[src/rtl/dcache_data_wr_ctrl_if.sv]
// Write-side signals of one D-cache data bank: store commit, AXI refill beats, RAM write port.
// master = store buffer / refill unit / bank side, slave = write controller.
interface dcache_data_wr_ctrl_if #(
  parameter int LINE  = 128,
  parameter int BLOCK = 8
);
  localparam int IW = $clog2(LINE);
  localparam int OW = $clog2(BLOCK);

  logic                  st_valid;
  logic                  st_ready;
  logic [IW-1:0]         st_index;
  logic [OW-1:0]         st_offset;
  logic [3:0]            st_wstrb;
  logic [31:0]           st_wdata;

  logic                  rf_start;
  logic [IW-1:0]         rf_index;
  logic                  rf_busy;
  logic                  rf_beat_valid;
  logic                  rf_beat_ready;
  logic [31:0]           rf_beat_data;
  logic                  rf_beat_last;
  logic                  rf_done;
  logic                  rf_err;

  logic [4*BLOCK-1:0]    ram_wen;
  logic [IW-1:0]         ram_windex;
  logic [32*BLOCK-1:0]   ram_wdata;

  modport master (
    output st_valid, st_index, st_offset, st_wstrb, st_wdata,
    output rf_start, rf_index, rf_beat_valid, rf_beat_data, rf_beat_last,
    input  st_ready, rf_busy, rf_beat_ready, rf_done, rf_err,
    input  ram_wen, ram_windex, ram_wdata
  );

  modport slave (
    input  st_valid, st_index, st_offset, st_wstrb, st_wdata,
    input  rf_start, rf_index, rf_beat_valid, rf_beat_data, rf_beat_last,
    output st_ready, rf_busy, rf_beat_ready, rf_done, rf_err,
    output ram_wen, ram_windex, ram_wdata
  );
endinterface

[src/rtl/dcache_data_wr_ctrl.sv]
// Write-port sequencer for one D-cache data bank: merges store-commit words and refilled lines.
// RAM outputs registered (1 cycle); stores stall on the final refill beat and on the line under refill.
module dcache_data_wr_ctrl #(
  parameter int LINE  = 128,
  parameter int BLOCK = 8
) (
  input  logic                 clk,
  input  logic                 resetn,
  dcache_data_wr_ctrl_if.slave bus
);
  localparam int IW = $clog2(LINE);
  localparam int OW = $clog2(BLOCK);
  localparam int WW = 4 * BLOCK;
  localparam int DW = 32 * BLOCK;
  localparam logic [OW-1:0] LAST_BEAT = OW'(BLOCK - 1);

  typedef enum logic [1:0] {IDLE, FILL, WRITE} state_t;

  state_t                 state_q;
  logic [OW-1:0]          cnt_q;
  logic [IW-1:0]          idx_q;
  logic [BLOCK-1:0][31:0] buf_q;
  logic [WW-1:0]          ram_wen_q;
  logic [IW-1:0]          ram_windex_q;
  logic [DW-1:0]          ram_wdata_q;
  logic                   rf_done_q;
  logic                   rf_err_q;

  logic                   beat_hs;
  logic                   final_hs;
  logic                   hazard;
  logic                   st_fire;
  logic [BLOCK-1:0][31:0] line_d;
  logic [WW-1:0]          st_wen_d;

  always_comb begin
    beat_hs  = (state_q == FILL) && bus.rf_beat_valid;
    final_hs = beat_hs && (cnt_q == LAST_BEAT);
    // Keep stores off the line being refilled; the full-line write would clobber them.
    hazard   = ((state_q == FILL) && (bus.st_index == idx_q)) ||
               ((state_q == IDLE) && bus.rf_start && (bus.st_index == bus.rf_index));
    st_fire  = bus.st_valid && !final_hs && !hazard;
    line_d            = buf_q;
    line_d[BLOCK-1]   = bus.rf_beat_data;
    st_wen_d = {{(WW-4){1'b0}}, bus.st_wstrb} << {bus.st_offset, 2'b00};
  end

  assign bus.st_ready      = !final_hs && !hazard;
  assign bus.rf_busy       = (state_q != IDLE);
  assign bus.rf_beat_ready = (state_q == FILL);
  assign bus.rf_done       = rf_done_q;
  assign bus.rf_err        = rf_err_q;
  assign bus.ram_wen       = ram_wen_q;
  assign bus.ram_windex    = ram_windex_q;
  assign bus.ram_wdata     = ram_wdata_q;

  always_ff @(posedge clk) begin
    if (!resetn) begin
      state_q      <= IDLE;
      cnt_q        <= '0;
      idx_q        <= '0;
      ram_wen_q    <= '0;
      ram_windex_q <= '0;
      ram_wdata_q  <= '0;
      rf_done_q    <= 1'b0;
      rf_err_q     <= 1'b0;
    end else begin
      ram_wen_q <= '0;
      rf_done_q <= 1'b0;
      unique case (state_q)
        IDLE: begin
          if (bus.rf_start) begin
            idx_q   <= bus.rf_index;
            cnt_q   <= '0;
            state_q <= FILL;
          end
        end
        FILL: begin
          if (beat_hs) begin
            // Only the beat count ends the line; a disagreeing last flag is just flagged.
            if (bus.rf_beat_last != (cnt_q == LAST_BEAT)) rf_err_q <= 1'b1;
            if (cnt_q == LAST_BEAT) begin
              cnt_q     <= '0;
              state_q   <= WRITE;
              rf_done_q <= 1'b1;
            end else begin
              cnt_q <= cnt_q + 1'b1;
            end
          end
        end
        WRITE:   state_q <= IDLE;
        default: state_q <= IDLE;
      endcase
      if (final_hs) begin
        ram_wen_q    <= '1;
        ram_windex_q <= idx_q;
        ram_wdata_q  <= line_d;
      end else if (st_fire) begin
        ram_wen_q    <= st_wen_d;
        ram_windex_q <= bus.st_index;
        ram_wdata_q  <= {BLOCK{bus.st_wdata}};
      end
    end
  end

  always_ff @(posedge clk) begin
    if (beat_hs) buf_q[cnt_q] <= bus.rf_beat_data;
  end
endmodule

[src/flat_wrapper.sv]
// flat-port wrapper written by rule: the top's interface ports become plain ports
module dcache_data_wr_ctrl_flat 
#(
  parameter int LINE  = 128,
  parameter int BLOCK = 8
)
  (clk, resetn, bus_st_valid, bus_st_index, bus_st_offset, bus_st_wstrb, bus_st_wdata, bus_rf_start, bus_rf_index, bus_rf_beat_valid, bus_rf_beat_data, bus_rf_beat_last, bus_st_ready, bus_rf_busy, bus_rf_beat_ready, bus_rf_done, bus_rf_err, bus_ram_wen, bus_ram_windex, bus_ram_wdata);
  dcache_data_wr_ctrl_if #(.LINE(LINE), .BLOCK(BLOCK)) bus_i ();
  input  logic clk;
  input  logic resetn;
  input wire logic [$bits(bus_i.st_valid)-1:0] bus_st_valid;
  input wire logic [$bits(bus_i.st_index)-1:0] bus_st_index;
  input wire logic [$bits(bus_i.st_offset)-1:0] bus_st_offset;
  input wire logic [$bits(bus_i.st_wstrb)-1:0] bus_st_wstrb;
  input wire logic [$bits(bus_i.st_wdata)-1:0] bus_st_wdata;
  input wire logic [$bits(bus_i.rf_start)-1:0] bus_rf_start;
  input wire logic [$bits(bus_i.rf_index)-1:0] bus_rf_index;
  input wire logic [$bits(bus_i.rf_beat_valid)-1:0] bus_rf_beat_valid;
  input wire logic [$bits(bus_i.rf_beat_data)-1:0] bus_rf_beat_data;
  input wire logic [$bits(bus_i.rf_beat_last)-1:0] bus_rf_beat_last;
  output wire logic [$bits(bus_i.st_ready)-1:0] bus_st_ready;
  output wire logic [$bits(bus_i.rf_busy)-1:0] bus_rf_busy;
  output wire logic [$bits(bus_i.rf_beat_ready)-1:0] bus_rf_beat_ready;
  output wire logic [$bits(bus_i.rf_done)-1:0] bus_rf_done;
  output wire logic [$bits(bus_i.rf_err)-1:0] bus_rf_err;
  output wire logic [$bits(bus_i.ram_wen)-1:0] bus_ram_wen;
  output wire logic [$bits(bus_i.ram_windex)-1:0] bus_ram_windex;
  output wire logic [$bits(bus_i.ram_wdata)-1:0] bus_ram_wdata;
  assign bus_i.st_valid = bus_st_valid;
  assign bus_i.st_index = bus_st_index;
  assign bus_i.st_offset = bus_st_offset;
  assign bus_i.st_wstrb = bus_st_wstrb;
  assign bus_i.st_wdata = bus_st_wdata;
  assign bus_i.rf_start = bus_rf_start;
  assign bus_i.rf_index = bus_rf_index;
  assign bus_i.rf_beat_valid = bus_rf_beat_valid;
  assign bus_i.rf_beat_data = bus_rf_beat_data;
  assign bus_i.rf_beat_last = bus_rf_beat_last;
  assign bus_st_ready = bus_i.st_ready;
  assign bus_rf_busy = bus_i.rf_busy;
  assign bus_rf_beat_ready = bus_i.rf_beat_ready;
  assign bus_rf_done = bus_i.rf_done;
  assign bus_rf_err = bus_i.rf_err;
  assign bus_ram_wen = bus_i.ram_wen;
  assign bus_ram_windex = bus_i.ram_windex;
  assign bus_ram_wdata = bus_i.ram_wdata;
  dcache_data_wr_ctrl #(.LINE(LINE), .BLOCK(BLOCK)) u_core (.clk(clk), .resetn(resetn), .bus(bus_i));
endmodule
[config.mk]
export PLATFORM = sky130hd
export DESIGN_NAME = dcache_data_wr_ctrl_flat
export DESIGN_NICKNAME = d
export VERILOG_FILES = /design/src/rtl/dcache_data_wr_ctrl_if.sv /design/src/rtl/dcache_data_wr_ctrl.sv /design/src/flat_wrapper.sv
export SDC_FILE = /design/constraint.sdc
export NUM_CORES = 1
export LEC_CHECK = 0
export CELL_PAD_IN_SITES_DETAIL_PLACEMENT = 1
export CELL_PAD_IN_SITES_GLOBAL_PLACEMENT = 2
export CORE_ASPECT_RATIO = 1.1
export CORE_MARGIN = 10
export CORE_UTILIZATION = 36
export CTS_BUF_LIST = sky130_fd_sc_hd__clkbuf_16
export CTS_CLUSTER_DIAMETER = 80
export DETAILED_ROUTE_END_ITERATION = 16
export PLACE_DENSITY_LB_ADDON = 0.05
export SYNTH_ARGS = -nofsm -noshare
export SYNTH_HDL_FRONTEND = slang
export SYNTH_SLANG_ARGS = --single-unit
[constraint.sdc]
create_clock -name clk -period 12.9 [get_ports clk]
set_input_delay 3.225 -clock clk [delete_from_list [all_inputs] [get_ports clk]]
set_output_delay 3.225 -clock clk [all_outputs]
set_load 0.1 [all_outputs]
==> flow_summary.toml <==
[outcome]
status = "finished, final reports clean"

[cts]
numCtsBuffers = 57
clockBufferDepth = 3
htreeDepth = 2
clock_latency_ps = 610
clock_sinks = 533
cts-root-buf = "clkbuf_16"
holdBufCountCts = 0
path_clk_slew_ps = 60
cts_tree = "done"
post-cts-setup-buffer-count = 0
ctsResizeCount = 0

[floorplan]
die_area_sq_um = 65000
die_w_um = 244
rows = 90
die_height_um = 266
fp.coreArea_sq_um = 54700
io_pins = 391
initial_core_util = 0.363

[finish]
stdcell_area_sq_um = 25900
area_growth_pct = 30.4
seq_area_sq_um = 12900
multi_input_area_sq_um = 6160
fill_cells = 5743
drive_gt1_frac = 0.0875
nets = 2055

[synth]
ys_types = 38
yosys.cell_count.top_type = "dfxtp_1"
synth_cells = 1690
yosys.area.top_type = "edfxtp_1"
yosysWarnings = 0
synth-edff-count = 224
yosys.area.top_type_share = 0.338
yosys-top-cells-area = "edfxtp_1 (34%), dfxtp_1 (31%), a221oi_1 (8.5%)"
avgSynthCellArea_sq_um = 11.8
synth_top_flop_cell = "dfxtp_1"
synth_nets = 1783
netlist_area_sq_um = 19900
synthTopCellsByCount = "dfxtp_1 (309), nor2_1 (271), a21oi_1 (267), edfxtp_1 (224), a221oi_1 (193)"
async_reset_ff_frac = 0
yosysSeqAreaShare = 0.650
ys_ff_latch = 533

[global_route]
gr-usage-all-layers = 0.204
antenna_found_initial = 2
grt_pass1_vias = 15573
grt_max_degree = 192
overflow = 0
grt_pass1_wl_mm = 103

[routing]
first_iter_violations = 854
wl_met3_mm = 3.81
wl_met1_mm = 29.6
drc = 0
ant_nets = 0
routed_wirelength_mm = 69.0
dr.max_layer_used = "met4"
post_drt_wl_per_cell_um = 25.1
firstDrtPassIters = 5
num_vias = 14916
routed_via_density = 5.43
wl_met2_mm = 34.4

[critical_path]
critPathMaxFanout = 33
slowest_delay_ps = 970
critical_path_arrival_ps = 5980
endpoint_kind = "output port"
path_cells = "clkdlybuf4s50_1 -> xor2_1 -> nor4_1 -> nand4_1 -> nand3_1 -> buf_4 -> inv_1 -> clkdlybuf4s50_1"
rr_startpoint = "u_core.cnt_q[0]"
worst_path_most_repeated_cell = "clkdlybuf4s50_1"
crit_path_top_delay_cell = "clkdlybuf4s50_1"
start_kind = "input port"
cp.required_ps = 9680
critical_path_class = "input port to output port"
worstSetupStartpoint = "bus_st_index[5]"

[hold_path]
hold_path.class = "flip-flop to flip-flop"
hold_start = "u_core.idx_q[6]"

[sta]
fmax_ghz = 0.109
finalMaxSlewViolations = 0
rsz0062_at_grt = "no"
final.setup.tns_ps = 0
min_period_ps = 9210
finalCritPeriodShare = 0.714
hold_viol = 0
finalSetupViolations = 0
setup_slack_ps = 3690
slew_headroom = 0.235
skew_ps = 19.0
worst_pin_slew_ps = 1140

[placement]
gp_congestion = 0.773
hpwl_mm = 42.9
placed_area_sq_um = 24100
portBuffers = 390
place_ws_ps = 3710

[pwr]
leakage_nw = 8.82
powerDensity_nw_per_um2 = 165
ir_drop_v = 0.000112

[job]
drv_cap = 0
[logic make-up (layout without fill, tap and decap cells)]
logic type / after synthesis / in the layout / share of synthesized area
buffers and inverters: 201 / 522 / 0.0436
AOI/OAI and AO/OA: 566 / 566 / 0.218
and+or+nand+nor: 366 / 366 / 0.0776
DFF: 533 / 533 / 0.650
other: 0 / 2 / 0
adders and majority gates: 2 / 2 / 0.00126
muxes: 7 / 7 / 0.00353
xor gates and xnor gates: 15 / 15 / 0.00661
[final timing paths]
kind | end | cells past startpoint | slack, ps
worst max-delay path | bus_st_ready | 8 | 3690
worst min-delay path | u_core.idx_q[6] | 2 | 490
worst max register to register | u_core.bus.ram_wdata[123] | 7 | 8400
worst min register to register | u_core.idx_q[6] | 2 | 490
[through the flow]
stage	hold slack [ps]	util	cells	total power, mW
3_3_place_gp	467	0.440	2639	2.72
4_1_cts	487	0.473	2747	4.32
2_1_floorplan	460	-	1690	2.49
3_5_place_dp	476	0.440	2639	2.73
6_report	486	0.473	2749	4.27
5_1_grt	510	0.473	2748	4.42
[flip-flops by register name, indices dropped and copies added, names as in the netlist]
name,count
u_core.buf_q,224
u_core.cnt_q,3
u_core.bus.rf_err,1
u_core.bus.ram_wdata,256
u_core.bus.rf_done,1
u_core.idx_q,7
u_core.bus.ram_windex,7
u_core.state_q,2
u_core.bus.ram_wen,32
[final cells by class]
type / instances / share of cell area
flip-flops and latches: 533 / 0.498
multi-input cells: 956 / 0.238
repair buffers: 409 / 0.158
clock buffers: 60 / 0.0579
well taps: 736 / 0.0355
clock inverters: 48 / 0.0117
inverters: 5 / 0.00101
diodes: 2 / 0.000193
[per-layer routing]
metal / up-vias / global-route usage
met3: 68 / 0.0520
met2: 334 / 0.348
met4: 0 / 0.0453
met5: - / 0
met1: 7594 / 0.256
li1: 6920 / -
[report_power, final]
part / internal [mW] / leakage (nW) / switching, mW
Sequential: 1.82 / 4.58 / 0.0442
Combinational: 0.190 / 3.27 / 0.626
Clock: 0.912 / 0.971 / 0.670
Total: 2.93 / 8.82 / 1.34
[critical path, delay by kind of cell]
family | cells | cell delay [ps]
buffers and inverters | 4 | 1850
xor gates and xnor gates | 1 | 170
and+or+nand+nor | 3 | 720
[placed cells by master (no fill, tap or decap), drive strengths merged]
master / n
clkdlybuf4s50: 389
dfxtp: 309
nor2: 271
a21oi: 267
a221oi: 263
edfxtp: 224
clkbuf: 60
and2: 34
inv: 30
nand2: 26
o31ai: 24
buf: 20
clkinv: 19
xor2: 11
nand3: 11
o21ai: 8
mux2i: 7
nor3: 5
nand2b: 4
xnor2: 4
nand3b: 4
bufinv: 4
nor4: 3
diode: 2
nor2b: 2
ha: 2
and3: 2
and4: 1
nand4: 1
a21boi: 1
a21o: 1
nor3b: 1
a31oi: 1
or2: 1
a32oi: 1
No activity file was read; power rests on OpenSTA's default activity.
==> patch 1, RTL diff (same settings) <==
Re-encode `state_t` (3 states) as one-hot, 3 bits wide.
--- a/src/rtl/dcache_data_wr_ctrl.sv
+++ b/src/rtl/dcache_data_wr_ctrl.sv
@@ -16,3 +16,3 @@
 
-  typedef enum logic [1:0] {IDLE, FILL, WRITE} state_t;
+  typedef enum logic [2:0] {IDLE = 3'b001, FILL = 3'b010, WRITE = 3'b100} state_t;
 
Check against the original RTL: same outputs for any inputs over 4 cycles, from zero or initial values and one cycle with resetn low; so few cycles prove little.
==> patch 1 against the unedited design <==
- wire length is 81% higher
- sequential cell count is 1 higher
- total power increased by 6.0%
- setup slack got worse by 0.27 ns
- final area is 32% higher
- fmax is 2.9% lower
- register-to-register slack got worse by 0.54 ns
- area after synthesis grew 40%
- highest routed layer unchanged
==> patch 1: results (changes against the unedited design) <==
\begin{tabular}{lr}
\hline
Metric & Value \\
\hline
\multicolumn{2}{l}{\textbf{Outcome}} \\
\quad Result of the run & completed \\
\multicolumn{2}{l}{\textbf{STA}} \\
\quad Slew at the pin closest to its max-slew limit & 1.268 ns (+0.1245 ns) \\
\quad Post-route worst hold slack & 0.4873 ns (+0.0009210 ns) \\
\quad Post-Route Skew & 0.02612 ns (+0.007151 ns) \\
\multicolumn{2}{l}{\textbf{Finish}} \\
\quad Area occupied by multi-input gates & 13680 um2 (+120\%) \\
\quad Count of multi-input combinational gates & 1967 (+110\%) \\
\quad Fraction of standard cell area in multi-input logic & 39.97\% (+16 points) \\
\quad Proportion of layout cells with a drive suffix above 1 & 21.84\% (+13 points) \\
\quad Antenna diode instance count & 15 (+13) \\
\quad CLK BUF & 63 (+5.0\%) \\
\multicolumn{2}{l}{\textbf{Logic synthesis}} \\
\quad Synth Instances & 2811 (+66\%) \\
\quad Share of the yosys chip area belonging to registers & 46.50\% (-18 points) \\
\quad Cell area after synthesis & 27810 um2 (+40\%) \\
\quad Post-Synthesis Net Count & 2904 (+63\%) \\
\quad Post-synthesis adder-cell area fraction & 0.08998\% (-0.036 points) \\
\quad Synth unique cells & 35 (-7.9\%) \\
\quad Multiplexer share of the synthesized area & 22.28\% (+22 points) \\
\multicolumn{2}{l}{\textbf{Power}} \\
\quad Clk pwr share & 38.4\% (+1.3 points) \\
\quad VDD IR max & 0.09982 mV (-11\%) \\
\quad Internal power & 3.070 mW (+4.9\%) \\
\multicolumn{2}{l}{\textbf{Setup path}} \\
\quad Worst flop-to-flop path endpoint & u\_core.bus.ram\_wdata[2] \\
\quad Data arrival time at the worst-slack endpoint & 6.25 ns (+0.27 ns) \\
\multicolumn{2}{l}{\textbf{Placement}} \\
\quad Number of placed instances, taps included & 3969 (+50\%) \\
\quad Weighted congestion reported at the end of routability-driven placement & 0.8237 (+6.6\%) \\
\quad Dpl cell area & 32240 um2 (+34\%) \\
\multicolumn{2}{l}{\textbf{GRT}} \\
\quad Number of antenna violations at the first check in global routing & 30 (+28) \\
\quad First-pass GRT wire length & 178.7 mm (+73\%) \\
\multicolumn{2}{l}{\textbf{Clock network}} \\
\quad CTS buffer count & 61 (+7.0\%) \\
\multicolumn{2}{l}{\textbf{Drt}} \\
\quad Detailed-route vias per instance & 6.029 (+11\%) \\
\quad Total Routed Length & 125.2 mm (+81\%) \\
\quad Initial drt markers & 2149 (+150\%) \\
\hline
\end{tabular}
## patch 1: cell count changes in the layout (fill, tap and decap cells not counted), sizes merged, moves of 13 or more
cell / unedited run / this run
nand3: 11 / 271
mux2: 0 / 526
buf: 20 / 49
nor2: 271 / 10
o21ai: 8 / 527
a221oi: 263 / 0
diode: 2 / 15
a21oi: 267 / 536
and2: 34 / 1
## patch 1: worst max path at each step
stage	start	to	slack, ns	depth (start not counted)
2_1_floorplan	bus_rf_beat_valid	bus_st_ready	4.35	5
3_3_place_gp	bus_st_index[0]	bus_st_ready	3.50	6
3_5_place_dp	bus_st_index[3]	bus_st_ready	3.44	6
4_1_cts	bus_st_index[3]	bus_st_ready	3.42	6
5_1_grt	bus_st_index[0]	bus_st_ready	3.26	6
6_report	bus_st_index[3]	bus_st_ready	3.42	6
## patch 1: per-layer routing
layer	GRT usage, %	part of all wire (%)	vias up
li1	-	-	10890
met1	35.61	43	12840
met2	42.41	46	828
met3	5.383	7.3	162
met4	9.650	3.4	0
met5	0	0	-
==> patch 2, RTL diff (same flow settings) <==
Made on the original files. `LINE` is set to 128 in 3 places; all go to 256.
--- a/src/rtl/dcache_data_wr_ctrl_if.sv
+++ b/src/rtl/dcache_data_wr_ctrl_if.sv
@@ -3,3 +3,3 @@
 interface dcache_data_wr_ctrl_if #(
-  parameter int LINE  = 128,
+  parameter int LINE  = 256,
   parameter int BLOCK = 8
--- a/src/rtl/dcache_data_wr_ctrl.sv
+++ b/src/rtl/dcache_data_wr_ctrl.sv
@@ -3,3 +3,3 @@
 module dcache_data_wr_ctrl #(
-  parameter int LINE  = 128,
+  parameter int LINE  = 256,
   parameter int BLOCK = 8
--- a/src/flat_wrapper.sv
+++ b/src/flat_wrapper.sv
@@ -3,3 +3,3 @@
 #(
-  parameter int LINE  = 128,
+  parameter int LINE  = 256,
   parameter int BLOCK = 8
Interface: changed (resized bus_ram_windex, bus_rf_index and bus_st_index); port bits go from 391 to 394. The function was not compared with the original's and may differ.
==> patch 2 against the unedited design <==
- critical path depth shrank 1
- synthesized cell count is 1.2% higher
- sequential cell count increased by 2
- combinational power fell by 21%
- fmax fell by 5.3%
- total power down 2.5%
- via count up 8.7%
- final area is 2.7% higher
- non-clock buffer count increased by 7
- wire length rose by 11%
- area after synthesis up 3.0%
- setup slack worse by 0.52 ns
- largest cell class unchanged
- largest power group unchanged
==> patch 2: results (changes against the unedited design) <==
\begin{tabular}{lr}
\hline
Metric & Value \\
\hline
\multicolumn{2}{l}{\textbf{STA}} \\
\quad Max\_slew headroom & 20.63\% (-2.9 points) \\
\quad Post-Route Skew & 0.02922 ns (+0.01025 ns) \\
\multicolumn{2}{l}{\textbf{Drt}} \\
\quad Detailed-route wire length per cell & 27.58 um (+9.8\%) \\
\quad Detailed-routed wire length on met3 & 4.565 mm (+20\%) \\
\quad Met2 Wirelength & 37.41 mm (+8.6\%) \\
\quad Met1 routed wirelength after detailed routing & 32.83 mm (+11\%) \\
\quad Initial drt markers & 1029 (+20\%) \\
\multicolumn{2}{l}{\textbf{Outcome}} \\
\quad Result of the run & completed \\
\multicolumn{2}{l}{\textbf{Setup path}} \\
\quad Data arrival time at the worst-slack endpoint & 6.50 ns (+0.52 ns) \\
\quad R2r startpoint & u\_core.state\_q[1] \\
\multicolumn{2}{l}{\textbf{Finish}} \\
\quad Proportion of layout cells with a drive suffix above 1 & 7.791\% (-0.96 points) \\
\quad Fill cells & 5840 (+1.7\%) \\
\quad Cell Count, Final, Fillers Out & 2774 (+0.91\%) \\
\multicolumn{2}{l}{\textbf{Logic synthesis}} \\
\quad Synth unique cells & 40 (+5.3\%) \\
\quad Post-Synthesis Net Count & 1805 (+1.2\%) \\
\quad Most instantiated cells after synthesis & sky130\_fd\_sc\_hd\_\_dfxtp\_1, sky130\_fd\_sc\_hd\_\_o21ai\_0, sky130\_fd\_sc\_hd\_\_a31oi\_1, sky130\_fd\_sc\_hd\_\_o31ai\_1, sky130\_fd\_sc\_hd\_\_edfxtp\_1 \\
\quad Share of the yosys chip area belonging to registers & 63.27\% (-1.7 points) \\
\multicolumn{2}{l}{\textbf{GRT}} \\
\quad Total GRT Usage & 21.96\% (+1.5 points) \\
\quad Pin count of the biggest net entering global routing & 261 (+36\%) \\
\quad GR Layer Usage met1 & 28.27\% (+2.6 points) \\
\quad First-pass GRT wire length & 113.3 mm (+9.9\%) \\
\quad Met3 Usage GRT & 4.994\% (-0.20 points) \\
\multicolumn{2}{l}{\textbf{Placement}} \\
\quad Number of placed instances, taps included & 2664 (+0.95\%) \\
\quad Weighted congestion reported at the end of routability-driven placement & 0.7631 (-1.2\%) \\
\quad Worst setup slack after placement & 3.168 ns (-0.5382 ns) \\
\multicolumn{2}{l}{\textbf{Power}} \\
\quad Leak pwr & 9.176 nW (+4.0\%) \\
\quad VDD IR max & 0.1027 mV (-8.0\%) \\
\hline
\end{tabular}
[patch 2: cell families (layout without fill, tap and decap cells)]
group,count (synthesis),after routing,synth area share [%]
AO/OA/AOI/OAI,837,837,26.00
flip-flops,535,535,63.27
buffers and inverters,210,528,4.486
AND/OR/NAND/NOR,109,109,5.391
XOR/XNOR,17,17,0.7274
adder cells (fa/ha/maj),2,2,0.1222
other,0,2,0
[patch 2: area by class of cell]
type | instances | area [um2] | share of cell area (%)
Clock buffer | 57 | 1426 | 5.360
Tap cell | 744 | 930.9 | 3.498
Clock inverter | 51 | 459.2 | 1.726
Sequential cell | 535 | 12950 | 48.67
Timing Repair Buffer | 416 | 4143 | 15.57
Antenna cell | 2 | 5.005 | 0.01881
Multi-Input combinational cell | 965 | 6671 | 25.07
Inverter | 4 | 22.52 | 0.08463
[patch 2: critical path, delay by kind of cell]
family | cells | cell delay [ns]
and+or+nand+nor | 5 | 1.78
buffers and inverters | 2 | 1.48
[patch 2: final timing paths]
check | end | slack (ns) | cells past startpoint
hold / removal | u_core.bus.ram_wdata[15] | 0.49 | 2
hold reg to reg | u_core.bus.ram_wdata[15] | 0.49 | 2
setup / recovery | bus_st_ready | 3.17 | 7
setup reg to reg | u_core.bus.ram_wdata[85] | 9.39 | 7
[patch 2: metrics by stage]
| step | instance area, um2 | power, mW |
|---|---|---|
| after global routing | 26610 | 4.294 |
| after CTS | 26610 | 4.202 |
| after floorplan | 20470 | 2.328 |
| final | 26610 | 4.158 |
| after global placement | 24720 | 2.535 |
| after detailed placement | 24720 | 2.540 |
[patch 2: report_power, final]
group / total, mW / internal [mW] / switching, mW
Combinational: 0.644 / 0.150 / 0.494
Clock: 1.66 / 0.963 / 0.696
Sequential: 1.86 / 1.82 / 0.0387
